File: src/rtl/ex_mem_pipe.sv
// rtl/ex_mem_pipe.sv - EX->MEM pipeline register with flag register, halt latch and PADDSB saturation counter
module ex_mem_pipe #(
  parameter int DATA_W  = 16,
  parameter int RADDR_W = 4,
  parameter int LANES   = 4,
  parameter int CNT_W   = 16
) (
  input  logic               clk,
  input  logic               rst,
  input  logic               stall,
  input  logic               flush,
  input  logic               in_valid,
  input  logic [3:0]         in_op,
  input  logic [DATA_W-1:0]  in_result,
  input  logic [LANES-1:0]   in_sat_v,
  input  logic               in_n,
  input  logic               in_z,
  input  logic               in_v,
  input  logic [RADDR_W-1:0] in_rd,
  input  logic               in_reg_we,
  input  logic               in_mem_re,
  input  logic               in_mem_we,
  input  logic [DATA_W-1:0]  in_mem_wdata,
  input  logic               in_halt,
  output logic               out_valid,
  output logic [3:0]         out_op,
  output logic [DATA_W-1:0]  out_result,
  output logic [LANES-1:0]   out_sat_v,
  output logic [RADDR_W-1:0] out_rd,
  output logic               out_reg_we,
  output logic               out_mem_re,
  output logic               out_mem_we,
  output logic [DATA_W-1:0]  out_mem_wdata,
  output logic               out_halt,
  output logic               flag_n,
  output logic               flag_z,
  output logic               flag_v,
  output logic               halted,
  output logic [CNT_W-1:0]   sat_cnt
);

  localparam int LCW = $clog2(LANES + 1);

  localparam logic [3:0] OP_ADD    = 4'd0;
  localparam logic [3:0] OP_SUB    = 4'd1;
  localparam logic [3:0] OP_XOR    = 4'd2;
  localparam logic [3:0] OP_SLL    = 4'd4;
  localparam logic [3:0] OP_SRA    = 4'd5;
  localparam logic [3:0] OP_ROR    = 4'd6;
  localparam logic [3:0] OP_PADDSB = 4'd7;

  logic             commit;
  logic             is_paddsb;
  logic [LCW-1:0]   lane_cnt;
  logic [CNT_W:0]   sat_sum;

  assign commit    = in_valid & ~halted;
  assign is_paddsb = (in_op == OP_PADDSB);

  always_comb begin
    lane_cnt = '0;
    for (int i = 0; i < LANES; i++) begin
      lane_cnt = lane_cnt + LCW'(in_sat_v[i]);
    end
  end

  // One extra bit catches the carry so the counter clamps instead of wrapping.
  assign sat_sum = {1'b0, sat_cnt} + (CNT_W + 1)'(lane_cnt);

  always_ff @(posedge clk) begin
    if (rst) begin
      out_valid     <= 1'b0;
      out_op        <= '0;
      out_result    <= '0;
      out_sat_v     <= '0;
      out_rd        <= '0;
      out_reg_we    <= 1'b0;
      out_mem_re    <= 1'b0;
      out_mem_we    <= 1'b0;
      out_mem_wdata <= '0;
      out_halt      <= 1'b0;
      flag_n        <= 1'b0;
      flag_z        <= 1'b0;
      flag_v        <= 1'b0;
      halted        <= 1'b0;
      sat_cnt       <= '0;
    end else if (!stall) begin
      if (flush) begin
        out_valid  <= 1'b0;
        out_reg_we <= 1'b0;
        out_mem_re <= 1'b0;
        out_mem_we <= 1'b0;
        out_halt   <= 1'b0;
      end else begin
        out_valid     <= commit;
        out_reg_we    <= commit & in_reg_we;
        out_mem_re    <= commit & in_mem_re;
        out_mem_we    <= commit & in_mem_we;
        out_halt      <= commit & in_halt;
        out_op        <= in_op;
        out_result    <= in_result;
        out_sat_v     <= is_paddsb ? in_sat_v : '0;
        out_rd        <= in_rd;
        out_mem_wdata <= in_mem_wdata;

        if (commit) begin
          unique case (in_op)
            OP_ADD, OP_SUB: begin
              flag_n <= in_n;
              flag_z <= in_z;
              flag_v <= in_v;
            end
            OP_XOR, OP_SLL, OP_SRA, OP_ROR: flag_z <= in_z;
            default: ;
          endcase
          if (is_paddsb) begin
            sat_cnt <= sat_sum[CNT_W] ? {CNT_W{1'b1}} : sat_sum[CNT_W-1:0];
          end
          if (in_halt) begin
            halted <= 1'b1;
          end
        end
      end
    end
  end

endmodule

File: config.mk
export PLATFORM = sky130hd
export DESIGN_NAME = ex_mem_pipe
export DESIGN_NICKNAME = d
export VERILOG_FILES = /design/src/rtl/ex_mem_pipe.sv
export SDC_FILE = /design/constraint.sdc
export NUM_CORES = 1
export LEC_CHECK = 0
export ABC_AREA = 1
export BUFFER_PORTS_ARGS = -buffer_cell sky130_fd_sc_hd__buf_4
export CAP_MARGIN = 15
export CORE_MARGIN = 2
export CORE_UTILIZATION = 35
export DETAILED_ROUTE_END_ITERATION = 7
export PLACE_DENSITY = 0.63
export SLEW_MARGIN = 20
export SYNTH_ARGS = -nofsm -noshare
export SYNTH_HDL_FRONTEND = slang
export SYNTH_SLANG_ARGS = --single-unit
File: constraint.sdc
create_clock -name clk -period 7.5 [get_ports clk]
set_input_delay 2.25 -clock clk [delete_from_list [all_inputs] [get_ports clk]]
set_output_delay 2.25 -clock clk [all_outputs]
set_load 0.05 [all_outputs]
Yosys cells after proc, flatten, opt, wreduce, memory -nomap -nowiden
Cells that the tools add are included.
Storage, ports and cells
  logic and storage cells: 48
  output and inout bits: 69
  flip-flop bits (word level): 69
Operators by class
  add/subtract/negate cells: 4
  bitwise logic cells: 8
  muxes and demuxes: 7
  reduce and logical (&&, ||, !) cells: 8
  equality and inequality tests: 6
Operators by type and width (count)
  16-bit by 3-bit adder with 17-bit output: 1
  4-bit by 3-bit == test with 1-bit output (second input constant): 4
  16-bit 2-to-1 mux: 1
  4-bit AND reduction: 4
  6-bit OR reduction: 1
  1-bit AND: 5
  1-bit 2-to-1 mux: 5
  4-bit by 1-bit == test with 1-bit output (second input constant): 1
  4-bit by 2-bit == test with 1-bit output (second input constant): 1
  4-bit zero test: 1
  4-bit 2-to-1 mux: 1
  2-bit by 1-bit adder with 3-bit output: 1
  3-bit by 1-bit adder with 3-bit output: 1
  1-bit NOT: 3
  1-bit by 1-bit adder with 2-bit output: 1
  2-bit AND reduction: 1
  2-bit OR reduction: 1

Depth between registers and ports, before layout
Gate-level depths: netlist of run 1.
  word-level depth: 5
  depth in mapped cells: 14
  depth with buffers taken out: 14

Least setup slack after synthesis of run 1
Ideal clock, no wire load.
  path kind: input to register
  start point: in in_sat_v[0]
  end point: reg sat_cnt[11]
  cell stages on the path: 14
  data arrival time: 4.311 ns
  required time: 7.437 ns
  slack: 3.125 ns
  path through: fa_1 > inv_1 > fa_1 > inv_1 > fa_1 > nand2_1 > nor2_1 > nand2_1 > nor2_8 > nand3_4 > buf_6 > nand2_2 > nor2_1 > nor2_2
On the way
  word-level cells in the longest chain between the ends: 5
RTL lines
  start, declared: line 15  | input logic [LANES-1:0] in_sat_v,
  1-bit by 1-bit adder with 2-bit output: line 63  | lane_cnt = lane_cnt + LCW'(in_sat_v[i]);
  2-bit by 1-bit adder with 3-bit output: line 63
  3-bit by 1-bit adder with 3-bit output: line 63
  16-bit by 3-bit adder with 17-bit output: line 68  | assign sat_sum = {1'b0, sat_cnt} + (CNT_W + 1)'(lane_cnt);
  16-bit 2-to-1 mux: line 117  | sat_cnt <= sat_sum[CNT_W] ? {CNT_W{1'b1}} : sat_sum[CNT_W-1:0];
  end signal, assigned: line 117
  end, declared: line 39  | output logic [CNT_W-1:0] sat_cnt
No other way between the ends.
A chain may end at the register's enable or synchronous reset.

Final worst setup path of run 1
  start point: in in_sat_v[0]
  end point: reg sat_cnt[10]
The elaborated chain is that of the path after synthesis.

==> flow_summary.ini, run 1 <==
[critical_path]
worstSetupStartpoint = in_sat_v[0]
cp_max_fo = 12
timing.rr.start = sat_cnt[0]
critPathKind = input pin to flip-flop
endpoint_kind = flip-flop
reg2reg_to = sat_cnt[10]
crit_arrival_ps = 4570
cp-endpoint = sat_cnt[10]
r2r_slack_ps = 5350
worstRegToRegCells = 12
worstPathRequired_ps = 7790
startpoint_type = input pin

[hold_path]
hp-class = flip-flop to flip-flop
worstHoldStart = flag_z

[power_and_ir_drop]
p_leak_nw = 1.97
power_density_mw_per_mm2 = 207
ir_worst_vdd_v = 0.000109

[floorplanning]
dieArea_mm2 = 0.00906
start_util_pct = 35.8
row_count = 33
core_mm2 = 0.00813
boundaryPins = 125
die_w_um = 95.2
die_y_um = 95.2

[finish]
synthToLayoutAreaGrowth_pct = 41.8
stdcell_count = 627
drive_above_1_share_pct = 29.9
n_antenna_cell = 0
fin_util_pct = 50.7
nNetsFinal = 577
fill_cells = 797
stdcell_area_mm2 = 0.00413

[clocking]
postCtsSetupBuffers = 0
clk_pin_slew_worst_paths_ps = 70
clk_latency_ps = 350
cts_buffer_depth = 2
clockRootBuffer = clkbuf_8
cts.repair.resized = 0
cts_sinks = 69
cts_tree = built
cts_hold_buf = 0
htreeDepth = 3
numCtsBuffers = 9

[synthesis]
synth_top_area_cell = dfxtp_1
ys_seq_area_share_pct = 47.5
yosysWarnings = 0
synth_cells = 397
synth_edf_count = 0
syn_area_mm2 = 0.00291
synth_top_area_share_pct = 47.5
syn_area_per_cell_um2 = 7.33
yosys-top-cells-count = nor2_1 (101), dfxtp_1 (69), o21ai_0 (48)
synth_fp_nets = 457
synth_most_common_cell = nor2_1
yosys_register_bits = 69
yosys-top-cells-area = dfxtp_1 (47%), nor2_1 (13%), o21ai_0 (8.3%), nand2_1 (6.1%), nand3_1 (4.8%)
ys.flop_type = dfxtp_1
async_flop_share_pct = 0
synth_cell_types = 26

[timing]
final-setup-viol-count = 0
tightest_slew_ps = 826
fin_crit_ps = 4280
fmax_mhz = 234
timing.slew.headroom_pct = 44.8
hold_violations = 0
finalCritPeriodShare_pct = 57.1
hold_ws_ps = 456
rsz0062_at_grt = no
finalSetupTns_ps = 0
skew_ps = 6.95
drv_slew = 0

[placement]
port_buffers = 124
dp.cells = 611
post_dp_cell_area_mm2 = 0.00392
gp_congestion = 0.826
detailed_place_hpwl_um = 5770

[routing]
wirelength_um = 8010
firstDrtPassIters = 4
wl_per_cell_um = 12.8
viasPerCell = 4.67
route.vias.total = 2931
drt_iter0_drc = 88
drcViolationCount = 0
antenna_left = 0

[grt]
grtUsageTotal_pct = 18.1
grt_pass1_vias = 2744
overflow = 0
antenna_found_initial = 0
grt_first_pass_wirelength_um = 12700
grt_max_degree = 50

[run]
maxCapViolCount = 0

[status]
status = finished clean
[sequential cells by signal (all words and copies together) (netlist names)]
name           flops
out_result        16
out_mem_wdata     16
flag_n             1
out_halt           1
out_sat_v          4
sat_cnt           16
out_mem_re         1
flag_z             1
out_reg_we         1
halted             1
flag_v             1
out_op             4
out_mem_we         1
out_rd             4
out_valid          1
[metal layers]
layer / up-vias / wire length [µm] / track usage, %
li1: 1509 / - / -
met1: 1324 / 3400 / 21.8
met2: 88 / 3720 / 28.6
met3: 10 / 792 / 8.38
met4: 0 / 87 / 5.68
met5: - / 0 / 0
[cell families (layout without fill, tap and decap cells)]
kind of cell	after synthesis	count (layout)	share of synthesized area, %
flops	69	69	47.5
simple gates	197	197	29.8
fa+ha+maj	4	4	2.49
compound gates	73	73	12.9
buf+inv	54	179	7.31
[through the flow]
| step | setup slack (ps) | power [mW] |
|---|---|---|
| after global placement | 2890 | 0.541 |
| after CTS | 3220 | 0.863 |
| after floorplan | 3130 | 0.484 |
| final | 3220 | 0.855 |
| after detailed placement | 2860 | 0.543 |
| after global routing | 3070 | 0.889 |
[worst max-delay path: stages]
cell     delay, ps
buf_4          120
fa_1           530
inv_1           50
fa_1           350
inv_1          100
fa_1           250
nand2_1         90
nor2_1          90
nand2_1        150
nor2_8         180
nand3_4        170
nand3_1        130
nand2_1         50
inv_1           50
[worst min path at each step]
stage	to	slack [ps]	cells past startpoint
6_report	flag_z	460	2
2_1_floorplan	flag_z	660	2
3_3_place_gp	flag_z	430	2
5_1_grt	out_sat_v[3]	490	2
4_1_cts	flag_z	460	2
3_5_place_dp	flag_z	440	2
[power breakdown]
| part | switching, mW | total (mW) | internal, mW |
|---|---|---|---|
| sequential | 0.00772 | 0.390 | 0.382 |
| clock | 0.141 | 0.321 | 0.181 |
| combinational | 0.0942 | 0.144 | 0.0494 |
| total | 0.243 | 0.855 | 0.612 |
[layout by cell type (no fill, tap or decap), types with 2 or more instances in the layout]
master	count
buf_4	126
nor2_1	100
dfxtp_1	69
o21ai_0	48
nand2_1	47
inv_1	35
nand3_1	28
a21oi_1	19
clkbuf_8	12
nor2_2	5
a31oi_1	5
nand4_1	4
nand2_2	3
fa_1	3
inv_2	2
nor2_4	2
nor3_1	2
nand3b_1	2
[cell type report]
class	count	area [µm²]	area share, %
Clock buffer	13	169	4.09
Inverter	37	139	3.37
Timing Repair Buffer	126	946	22.9
Sequential cell	69	1380	33.5
Multi-Input combinational cell	274	1320	31.9
Tap cell	105	131	3.18
Clock inverter	3	42.5	1.03
Power figures use the tool's default switching activity.
==> run 2: changes to the inputs <==
ABC_AREA = 0   (was 1)
PLACE_DENSITY = 0.66   (was 0.63)
clock period = 3.75 ns   (was 7.5 ns; I/O delays follow)
==> run 2 against run 1 <==
  * Global-route usage fell by 0.75 points
  * Register-to-register slack got worse by 3800 ps
  * Combinational power rose by 64%
  * Clock-buffer cell count fell by 1
  * Core utilization rose by 0.54 points
  * Die area fell by 5.0%
  * Via count fell by 7.6%
  * Largest cell class unchanged
  * Highest routed layer unchanged
==> flow_summary.ini, run 2 <==
[finish]
nNetsFinal = 505
top_regs = out_mem_wdata (16), out_result (16), sat_cnt (16)
n_antenna_cell = 0
mostFrequentLayoutCells = buf_4 (128), nand2_1 (90), dfxtp_1 (69)
fill_cells = 772
synthToLayoutAreaGrowth_pct = 42.9
layout_commonest_cell = buf_4
drive_above_1_share_pct = 33.6
stdcell_area_mm2 = 0.00394

[floorplanning]
start_util_pct = 35.9
die_w_um = 92.8
boundaryPins = 125
die_y_um = 92.8
dieArea_mm2 = 0.00861
core_mm2 = 0.00769
row_count = 32

[timing]
drv_slew = 0
skew_ps = 7.43
rsz0062_at_grt = no
setup_ws_ps = 489
tightest_slew_ps = 825
fin_crit_ps = 3260
finalSetupTns_ps = 0
fmax_mhz = 307
timing.slew.headroom_pct = 45.0
final-setup-viol-count = 0
finalCritPeriodShare_pct = 87.0
hold_violations = 0

[critical_path]
startpoint_type = input pin
critPathBufInv = 3
timing.rr.start = sat_cnt[0]
crit_path_cell_trace = buf_4 -> fa_1 -> inv_1 -> fa_1 -> inv_1 -> fa_1 -> nand2_1 -> or4_4 -> or3_1 -> a31oi_1
cp.depth = 10
r2r_slack_ps = 1570
cpLargestDelayFamily = adder cells
worstPathRequired_ps = 4010
endpoint_kind = flip-flop
reg2reg_to = sat_cnt[6]
worst_path_most_repeated_cell = fa_1
critPathSlowestCell = fa_1
critPathKind = input pin to flip-flop
worstRegToRegCells = 8
crit_arrival_ps = 3530
cp_max_fo = 4
max_stage_delay_ps = 550

[synthesis]
synth_edf_count = 0
yosys_register_bits = 69
synth_most_common_cell = nand2_1
async_flop_share_pct = 0
synth_fp_nets = 388
ys.flop_type = dfxtp_1
synth_cell_types = 36
syn_area_mm2 = 0.00276
syn_area_per_cell_um2 = 8.41
ys_seq_area_share_pct = 50.1
yosysWarnings = 0
yosys-top-cells-area = dfxtp_1 (50%), nand2_1 (12%), a21oi_1 (9.4%), clkbuf_1 (2.9%), fa_1 (2.2%)
synth_top_area_cell = dfxtp_1
yosys-top-cells-count = nand2_1 (90), dfxtp_1 (69), a21oi_1 (52)
synth_top_area_share_pct = 50.1
synth_cells = 328

[placement]
port_buffers = 124
detailed_place_hpwl_um = 5160
gp_congestion = 0.800
post_dp_cell_area_mm2 = 0.00376
place_ws_ps = 129

[routing]
wirelength_um = 7370
drcViolationCount = 0
viasPerCell = 4.91
top_layer_used = met4
dr_wl_met2_um = 3570
drt_iter0_drc = 80
met1Wirelength_um = 3200
route.vias.total = 2708
antenna_left = 0
wl_per_cell_um = 13.4
dr_wl_met3_um = 488
firstDrtPassIters = 4

[grt]
grtUsageTotal_pct = 17.3
grt_first_pass_wirelength_um = 11900
grt_pass1_vias = 2470
overflow = 0
grt_max_degree = 70
antenna_found_initial = 0

[hold_path]
holdPathEnd = out_sat_v[2]
worstHoldStart = out_sat_v[2]
hp-class = flip-flop to flip-flop
whs_path_depth = 2

[status]
status = finished clean

[clocking]
cts_tree = built
cts_sinks = 69
cts_hold_buf = 0
postCtsSetupBuffers = 0
numCtsBuffers = 9
cts_buffer_depth = 2
clk_latency_ps = 340
cts.repair.resized = 0
clk_pin_slew_worst_paths_ps = 70
clockRootBuffer = clkbuf_8
htreeDepth = 3

[power_and_ir_drop]
p_leak_nw = 1.67
finalPower_mw = 1.54
ir_worst_vdd_v = 0.000206
power_density_mw_per_mm2 = 391

[run]
maxCapViolCount = 0
[run 2: changes by cell type in the layout (fill, tap and decap cells not counted), moves of 16 or more]
cell | before | now
nor2_1 | 100 | 10
o21ai_0 | 48 | 3
nand2_1 | 47 | 90
a21oi_1 | 19 | 52
inv_1 | 35 | 7
nand3_1 | 28 | 12
[run 2: how the worst max path moves through the flow]
stage / startpoint / to / slack, ps
2_1_floorplan: in_sat_v[0] / sat_cnt[6] / 420
3_3_place_gp: in_sat_v[0] / sat_cnt[6] / 170
3_5_place_dp: in_sat_v[0] / sat_cnt[6] / 130
4_1_cts: in_sat_v[0] / sat_cnt[6] / 480
5_1_grt: in_sat_v[0] / sat_cnt[10] / 460
6_report: in_sat_v[0] / sat_cnt[6] / 490
[run 2: final cells by class]
cell class | instances | area [µm²] | share of cell area, %
inverter | 7 | 26.3 | 0.667
clock buffer | 12 | 155 | 3.94
multi-input combinational | 230 | 1270 | 32.2
tap | 102 | 128 | 3.24
timing repair buffer | 128 | 961 | 24.4
clock inverter | 4 | 22.5 | 0.571
sequential | 69 | 1380 | 35.0
[run 2: per-layer routing]
layer,vias up,global-route usage [%]
li1,1359,-
met1,1264,22.0
met2,75,27.8
met3,10,5.13
met4,0,6.25
met5,-,0
[run 2: through the flow]
step	std cells	hold slack (ps)	util, %
finish	552	454	51.3
global route	552	474	51.3
CTS	552	455	51.3
detailed placement	536	446	49.0
global placement	536	441	49.0
floorplan	328	671	-
[run 2: cells by family (layout without fill, tap and decap cells)]
family                     Yosys count  in the layout  synth area share [%]
adders and majority gates            4              4                  2.63
AOI/OAI and AO/OA                   75             75                  15.3
xor gates and xnor gates             3              3                 0.953
muxes                                5              5                  1.86
DFF                                 69             69                  50.1
and+or+nand+nor                    143            143                  24.9
buffers and inverters               29            151                  4.22
[run 2: power breakdown]
part           internal [mW]  total (mW)  switching [mW]
clock                  0.273       0.541           0.268
combinational         0.0874       0.236           0.148
sequential             0.755       0.766          0.0115
[run 2: worst min-delay path, stage by stage (launching register included)]
cell	delay, ps
dfxtp_1	310
nand2_1	50
a21oi_1	50
